<file path="src/rtl/conv_window_gen.sv">
// Sliding K x K window generator: raster pixel stream in, flattened windows out with ready/valid.
// Optional CONV_WIN_STRIDE_EN adds i_stride2 (latched at i_start) for stride-2 window emission.
module conv_window_gen #(
    parameter int IMG_W = 32,
    parameter int IMG_H = 32,
    parameter int K     = 5,
    parameter int DW    = 8
) (
    input  logic              clk,
    input  logic              reset_n,
    input  logic              i_start,
`ifdef CONV_WIN_STRIDE_EN
    input  logic              i_stride2,
`endif
    input  logic              pixel_in_valid,
    input  logic [DW-1:0]     pixel_in,
    output logic              pixel_in_ready,
    output logic [K*K*DW-1:0] win_out,
    output logic              win_valid,
    input  logic              win_ready,
    output logic [4:0]        o_window_col,
    output logic [4:0]        o_output_row,
    output logic              o_row_start,
    output logic              o_row_end,
    output logic              o_done
);
    localparam int CW = (IMG_W > 1) ? $clog2(IMG_W) : 1;
    localparam int RW = (IMG_H > 1) ? $clog2(IMG_H) : 1;
    localparam logic [CW-1:0] COL_KM1    = CW'(K - 1);
    localparam logic [RW-1:0] ROW_KM1    = RW'(K - 1);
    localparam logic [CW-1:0] COL_LAST   = CW'(IMG_W - 1);
    localparam logic [RW-1:0] ROW_LAST   = RW'(IMG_H - 1);
    localparam logic [CW-1:0] WCOL_LAST  = CW'(IMG_W - K);
    localparam logic [CW-1:0] WCOL_LAST2 = CW'(((IMG_W - K) / 2) * 2);

    typedef enum logic [1:0] {IDLE, FILL, RUN, DONE} state_e;

    state_e                         state_q, state_d;
    logic [CW-1:0]                  in_col_q, in_col_d;
    logic [RW-1:0]                  in_row_q, in_row_d;
    logic                           all_in_q, all_in_d;
    logic                           stride_q, stride_d;
    logic [K-1:0][K-1:0][DW-1:0]    win_q, win_d;
    logic                           win_valid_q, win_valid_d;
    logic [4:0]                     wcol_q, wcol_d;
    logic [4:0]                     wrow_q, wrow_d;
    logic                           row_start_q, row_start_d;
    logic                           row_end_q, row_end_d;
    logic                           done_q, done_d;

    // lb_q[0] holds the previous row, lb_q[K-2] the oldest row still needed
    logic [DW-1:0]                  lb_q [K-1][IMG_W];
    logic [K-1:0][DW-1:0]           col_new;
    logic [CW-1:0]                  win_col;
    logic [RW-1:0]                  win_row;
    logic                           accept;
    logic                           active;

    assign active         = (state_q == FILL) || (state_q == RUN);
    assign pixel_in_ready = active && !all_in_q && !(win_valid_q && !win_ready);
    assign accept         = pixel_in_valid && pixel_in_ready;
    assign win_col        = in_col_q - COL_KM1;
    assign win_row        = in_row_q - ROW_KM1;

    // Incoming column, top row first; reads see pre-write (previous-row) data
    always_comb begin
        col_new = '0;
        col_new[K-1] = pixel_in;
        for (int i = 0; i < K - 1; i++) col_new[i] = lb_q[K-2-i][in_col_q];
    end

    always_comb begin
        state_d     = state_q;
        in_col_d    = in_col_q;
        in_row_d    = in_row_q;
        all_in_d    = all_in_q;
        stride_d    = stride_q;
        win_d       = win_q;
        win_valid_d = win_valid_q;
        wcol_d      = wcol_q;
        wrow_d      = wrow_q;
        row_start_d = row_start_q;
        row_end_d   = row_end_q;
        if (win_valid_q && win_ready) begin
            win_valid_d = 1'b0;
            row_start_d = 1'b0;
            row_end_d   = 1'b0;
        end
        unique case (state_q)
            IDLE: begin
                if (i_start) begin
                    state_d  = FILL;
                    in_col_d = '0;
                    in_row_d = '0;
                    all_in_d = 1'b0;
`ifdef CONV_WIN_STRIDE_EN
                    stride_d = i_stride2;
`else
                    stride_d = 1'b0;
`endif
                end
            end
            FILL, RUN: begin
                if (accept) begin
                    for (int i = 0; i < K; i++) begin
                        for (int j = 0; j < K - 1; j++) win_d[i][j] = win_q[i][j+1];
                        win_d[i][K-1] = col_new[i];
                    end
                    if (in_col_q == COL_LAST) begin
                        in_col_d = '0;
                        if (in_row_q == ROW_LAST) all_in_d = 1'b1;
                        else                      in_row_d = in_row_q + RW'(1);
                    end else begin
                        in_col_d = in_col_q + CW'(1);
                    end
                    // Columns below K-1 would straddle the row wrap, so they never emit
                    if (in_row_q >= ROW_KM1 && in_col_q >= COL_KM1 &&
                        (!stride_q || (!win_col[0] && !win_row[0]))) begin
                        win_valid_d = 1'b1;
                        wcol_d      = 5'(win_col);
                        wrow_d      = 5'(win_row);
                        row_start_d = (win_col == '0);
                        row_end_d   = (win_col == (stride_q ? WCOL_LAST2 : WCOL_LAST));
                        state_d     = RUN;
                    end
                end
                if (all_in_d && !win_valid_d) state_d = DONE;
            end
            DONE:    state_d = IDLE;
            default: state_d = IDLE;
        endcase
        done_d = (state_d == DONE);
    end

    always_ff @(posedge clk or negedge reset_n) begin
        if (!reset_n) begin
            state_q     <= IDLE;
            in_col_q    <= '0;
            in_row_q    <= '0;
            all_in_q    <= 1'b0;
            stride_q    <= 1'b0;
            win_q       <= '0;
            win_valid_q <= 1'b0;
            wcol_q      <= '0;
            wrow_q      <= '0;
            row_start_q <= 1'b0;
            row_end_q   <= 1'b0;
            done_q      <= 1'b0;
        end else begin
            state_q     <= state_d;
            in_col_q    <= in_col_d;
            in_row_q    <= in_row_d;
            all_in_q    <= all_in_d;
            stride_q    <= stride_d;
            win_q       <= win_d;
            win_valid_q <= win_valid_d;
            wcol_q      <= wcol_d;
            wrow_q      <= wrow_d;
            row_start_q <= row_start_d;
            row_end_q   <= row_end_d;
            done_q      <= done_d;
        end
    end

    always_ff @(posedge clk or negedge reset_n) begin
        if (!reset_n) begin
            for (int j = 0; j < K - 1; j++)
                for (int a = 0; a < IMG_W; a++) lb_q[j][a] <= '0;
        end else if (accept) begin
            lb_q[0][in_col_q] <= pixel_in;
            for (int j = 1; j < K - 1; j++) lb_q[j][in_col_q] <= lb_q[j-1][in_col_q];
        end
    end

    assign win_out      = win_q;
    assign win_valid    = win_valid_q;
    assign o_window_col = wcol_q;
    assign o_output_row = wrow_q;
    assign o_row_start  = row_start_q;
    assign o_row_end    = row_end_q;
    assign o_done       = done_q;

endmodule

</file>
<file path="config.mk">
export PLATFORM = sky130hd
export DESIGN_NAME = conv_window_gen
export DESIGN_NICKNAME = d
export VERILOG_FILES = /design/src/rtl/conv_window_gen.sv
export SDC_FILE = /design/constraint.sdc
export NUM_CORES = 2
export LEC_CHECK = 0
export CORE_MARGIN = 2
export CORE_UTILIZATION = 40
export DETAILED_ROUTE_END_ITERATION = 7
export GPL_TIMING_DRIVEN = 1
export PLACE_DENSITY = 0.53
export SYNTH_ARGS = -nofsm -noshare
export SYNTH_HDL_FRONTEND = slang
export SYNTH_SLANG_ARGS = --single-unit
</file>
<file path="constraint.sdc">
create_clock -name clk -period 6.4 [get_ports clk]
set_input_delay 0.96 -clock clk [delete_from_list [all_inputs] [get_ports clk]]
set_output_delay 0.96 -clock clk [all_outputs]
set_load 0.05 [all_outputs]
</file>
Yosys cells after proc, flatten, opt, wreduce, memory -nomap -nowiden --
Cells that the tools add are included.
Storage, ports and cells: bits in registers 1251, input bits 13, output and inout bits 215, word-level logic and storage cells 255
Operators by class: add/subtract/negate cells 4, $lt $le $gt $ge 4, eq/ne operators 11, mux-type cells 50, bitwise gates (word level) 1, reduce and logical (&&, ||, !) cells 22
Operators with widths (number):
- bitwise mux 256 bit | 4
- binary-select mux 8 bit (select 5 bit) | 4
- 2-to-1 mux 8 bit | 9
- demux 8 bit (select 5 bit) | 1
- 2-to-1 mux 5 bit | 6
- case mux 5 bit (2 select lines) | 2
- 2-to-1 mux 1 bit | 18
- equality test 5 bit (second input constant) | 3
- adder 5 x 1 -> 5 bit (second input constant) | 2
- greater-or-equal comparator 5 x 3 -> 1 bit (second input constant) | 2
- subtractor 5 x 3 -> 5 bit (second input constant) | 2
- logical AND 1 bit | 8
- 2-to-1 mux 2 bit | 4
- inequality test 2 bit (second input constant) | 4
- equality test 2 bit (second input constant) | 3
- greater-or-equal comparator 6 bit (second input constant) | 1
- less-than comparator 6 x 1 -> 1 bit (second input constant) | 1
- NOT 5 -> 6 bit | 1
- case mux 2 bit (3 select lines) | 1
- AND reduction 3 bit | 2
- zero test 5 bit | 1
- AND reduction 5 bit | 1
- zero test 1 bit | 4
- AND reduction 2 bit | 2
- other kinds (6) | 6

Depth between registers and ports, before layout --
word-level depth 12, depth in mapped cells 16

Worst setup path after synthesis --
No wires, ideal clock.
path type register to output, start point register state_q[1], end point output pixel_in_ready, arrival time 2.243 ns, slack 3.197 ns, stages on the path, launching flop included 6, path through dfrtp_1 > inv_1 > ha_1 > buf_2 > clkbuf_1 > nor3b_1
Between the ends: cells in the longest elaborated chain, start to end 4, elaborated cells on any way between the ends 5, those cells by class eq/ne: 2; reduce/logical: 3
RTL lines:
- start: declaration | RTL line 38 | state_e state_q, state_d;
- start signal: assignment | RTL line 150 | state_q <= state_d;
- equality test 2 x 1 -> 1 bit / equality test 2 bit (equally long branches) | RTL line 59 | assign active = (state_q == FILL) || (state_q == RUN);
- logical OR 1 bit * | RTL line 59
- logical AND 1 bit * (2 in series) | RTL line 60 | assign pixel_in_ready = active && !all_in_q && !(win_valid_q && !win_ready);
- end: declaration | RTL line 17 | output logic pixel_in_ready,
Every way passes the cells marked *; elsewhere a longest branch is shown, timed or not.

Final worst setup path --
start point register in_col_q[2], end point register lb_q[222] in the netlist's numbering
Between the ends: cells in the longest elaborated chain, start to end 6, elaborated cells on any way between the ends 10, those cells by class order compare: 2; mux: 6; bitwise: 1; reduce/logical: 1
RTL lines:
- start: declaration | RTL line 39 | logic [CW-1:0] in_col_q, in_col_d;
- start signal: assignment | RTL line 151 | in_col_q <= in_col_d;
- NOT 5 -> 6 bit (not written as such) * | RTL line 171 | for (int j = 1; j < K - 1; j++) lb_q[j][in_col_q] <= lb_q[j-1][in_col_q];
- greater-or-equal comparator 6 bit (not written as such) / less-than comparator 6 x 1 -> 1 bit (equally long branches) | RTL line 171
- logical AND 1 bit (not written as such) | RTL line 171
- 2-to-1 mux 8 bit (not written as such) | RTL line 171
- demux 8 bit (select 5 bit) | RTL line 171
- bitwise mux 256 bit * | RTL line 171
- end signal: indexed assignment | RTL line 170 | lb_q[0][in_col_q] <= pixel_in;
- end: declaration | RTL line 52 | logic [DW-1:0] lb_q [K-1][IMG_W];
Every way passes the cells marked *; elsewhere a longest branch is shown, timed or not. The select of a mux whose other input is x is not followed. A chain may end at the register's enable or synchronous reset.

==> results.json <==
{
  "gr-total-overflow": 0,
  "rsz0062_at_grt": "no",
  "wl_um": 162000,
  "ys_types": 51,
  "maxCapViolations": 0,
  "path_cells": "or4_1 > buf_4 > o22ai_1 > or4_1 > nor2_4 > o21ai_0",
  "synth_ff_type": "dfrtp_1",
  "setup_viol": 0,
  "slowest_delay_ns": 0.97,
  "nets": 5062,
  "status": "complete, no violations",
  "worst_slack_ns": 2.09,
  "cp-end-kind": "register",
  "initial_core_util": 0.403,
  "syn_to_final_growth_pct": 15.1,
  "grt-busiest-layer": "met2",
  "syn-cell-area_sq_um": 53800,
  "dp_cells": 6658,
  "maxSlewViolCount": 0,
  "fin_cells": 6903,
  "tns_ns": 0,
  "die_area_sq_um": 138000,
  "die_y_um": 371,
  "grt_pass1_vias": 36600,
  "async_flop_share": 1.00,
  "antenna_found_initial": 9,
  "min_period_over_period": 0.674,
  "portBuffers": 227,
  "synth_fp_nets": 5057,
  "powerDensity_nw_per_um2": 462,
  "hold_viol_final": 0,
  "vias": 37300,
  "fmax_mhz": 232,
  "ant_nets": 0,
  "synth_warnings": 0,
  "finalClockSkew_ns": 0.0320,
  "path_max_fanout": 33,
  "dr.pass1.iters": 6,
  "p_leak_nw": 28.0,
  "crit_slowest_cell": "dfrtp_1",
  "utilization": 0.464,
  "n_fill_cell": 12600,
  "clock_latency_ns": 0.77,
  "multi_input_area_sq_um": 20600,
  "cts_tree": "done",
  "cts-root-buf": "clkbuf_16",
  "use_met3": 0.0339,
  "use_met2": 0.374,
  "io_pins": 228,
  "hp-class": "in -> async",
  "worst_ep_required_time_ns": 6.99,
  "synth_cells": 5029,
  "worst_slew_pin_slew_ns": 1.23,
  "ys_ff_latch": 1251,
  "cts_max_level": 4,
  "critPathKind": "reg -> reg",
  "avgSynthCellArea_sq_um": 10.7,
  "critPathBufInv": 1,
  "post-route-cell-area_sq_um": 62000,
  "final-seq-area_sq_um": 31300,
  "die_x_um": 371,
  "drt_iter0_drc": 3066,
  "post-place-ws_ns": 1.97,
  "drc": 0,
  "startpoint_type": "register",
  "critPathTopFamily": "simple AND/OR/NAND/NOR gates",
  "cts.sinks": 1251,
  "irDropWorstVdd_v": 0.000251,
  "cts_resized": 0,
  "post-cts-setup-buffers": 0,
  "final_layout_size_suffix_gt1_frac": 0.132,
  "cts_buffers": 142,
  "vias_per_cell": 5.41,
  "gp_congestion": 0.791,
  "grt_util_all_layers": 0.237,
  "antenna_cells": 0,
  "holdBufCountCts": 0,
  "dp_hpwl_um": 97100,
  "clockBufferDepth": 3,
  "fp-row-count": 134,
  "cp.arrival_ns": 4.91,
  "worst_path_most_repeated_cell": "or4_1",
  "clk_pin_slew_worst_paths_ns": 0.06,
  "wl_per_cell_um": 23.5,
  "use_met1": 0.345,
  "period_needed_ns": 4.31,
  "synth_edf_count": 0,
  "grt_first_pass_wirelength_um": 245000,
  "place_area_sq_um": 57300,
  "yosysSeqAreaShare": 0.581,
  "grt_max_degree": 185,
  "slew_headroom": 0.179,
  "fp.coreArea_sq_um": 133000
}
==> kinds of logic after synthesis <==
family          after synthesis  share of synthesized area
flops                      1251                      0.581
compound gates             1075                      0.107
fa+ha+maj                    15                    0.00349
simple gates               1494                      0.113
xor+xnor                      2                   0.000325
mux                         723                      0.152
buf+inv                     469                     0.0424
==> path summary, 6_finish.rpt <==
check                       startpoint            to  slack (ns)  cells after the start
setup / recovery           in_col_q[2]     lb_q[222]        2.09                      6
hold / removal                 reset_n  win_out[175]        0.21                      1
setup reg to reg           in_col_q[2]     lb_q[222]        2.09                      6
hold reg to reg            win_out[44]   win_out[44]        0.47                      2
max in group asynchronous      reset_n     lb_q[719]        4.63                      2
min in group clk           win_out[44]   win_out[44]        0.47                      2
==> cell usage after synthesis, types with 3 or more instances <==
| cell type | number | area (sq um) |
|---|---|---|
| dfrtp_1 | 1251 | 31300 |
| nand2_1 | 951 | 3570 |
| mux2i_1 | 417 | 4170 |
| nor2_1 | 400 | 1500 |
| a21oi_1 | 398 | 1990 |
| o21ai_0 | 384 | 1920 |
| clkbuf_1 | 267 | 1000 |
| mux2_2 | 257 | 2890 |
| o22ai_1 | 208 | 1300 |
| buf_2 | 98 | 490 |
| buf_4 | 51 | 383 |
| mux4_2 | 49 | 1100 |
| or4_1 | 47 | 353 |
| o21ai_1 | 40 | 200 |
| buf_6 | 28 | 315 |
| nand3_1 | 20 | 100 |
| and3_1 | 18 | 113 |
| a22oi_1 | 17 | 128 |
| ha_1 | 15 | 188 |
| inv_1 | 14 | 52.6 |
| buf_1 | 11 | 41.3 |
| nor2_2 | 10 | 62.6 |
| a211oi_1 | 9 | 67.6 |
| nor2_4 | 7 | 78.8 |
| nor3_1 | 7 | 35.0 |
| o22a_1 | 7 | 61.3 |
| nand4bb_1 | 6 | 67.6 |
| nand4b_1 | 4 | 35.0 |
| and2_1 | 3 | 18.8 |
| nand2b_1 | 3 | 18.8 |
| nand4_1 | 3 | 18.8 |
| nor2b_1 | 3 | 18.8 |
| o31ai_1 | 3 | 22.5 |
| or4b_2 | 3 | 30.0 |
==> state kept, by name (all words and copies together), names as in the netlist <==
name	flops
o_output_row	5
state_q	2
all_in_q	1
in_col_q	5
win_out	200
o_window_col	5
lb_q	1024
win_valid	1
o_done	1
o_row_end	1
in_row_q	5
o_row_start	1
==> layout make-up <==
type,instances,share of cell area
flip-flops and latches,1251,0.505
multi-input cells,3309,0.332
clock buffers,225,0.0700
repair buffers,316,0.0503
well taps,1768,0.0357
clock inverters,20,0.00549
inverters,14,0.000848
==> per-stage QoR <==
| stage | hold WS [ns] | power (W) |
|---|---|---|
| 2_1_floorplan | 0.445 | 0.0171 |
| 3_5_place_dp | 0.461 | 0.0206 |
| 5_1_grt | 0.241 | 0.0300 |
| 6_report | 0.207 | 0.0286 |
| 3_3_place_gp | 0.457 | 0.0205 |
| 4_1_cts | 0.209 | 0.0289 |
==> where the power goes <==
group	internal (W)	leakage [nW]	total [W]	switching, W
combinational	0.00302	8.56	0.00998	0.00696
sequential	0.00940	17.1	0.0104	0.00103
clock	0.00495	2.29	0.00822	0.00327
==> metal layers <==
metal / part of all wire / up-vias / wire [um]
li1: - / 17300 / -
met1: 0.47 / 19000 / 76500
met2: 0.46 / 887 / 74900
met3: 0.047 / 187 / 7650
met4: 0.019 / 0 / 3120
met5: 0 / - / 0
==> worst register-to-register path, delay by kind of cell (launching register included) <==
family	cells	cell delay, ns
flops	1	0.97
simple gates	3	2.35
buf+inv	1	0.45
compound gates	2	0.36
==> placed cells by master, fill, tap and decap left out, drive strengths merged, types with 18 or more instances in the layout <==
cell	n
a21oi	398
and3	18
buf	93
clkbuf	225
clkdlybuf4s50	223
dfrtp	1251
inv	18
mux2	257
mux2i	417
mux4	49
nand2	951
nand3	20
nor2	417
o21ai	424
o22ai	208
or4	49
No activity file was read; power rests on OpenSTA's default activity.
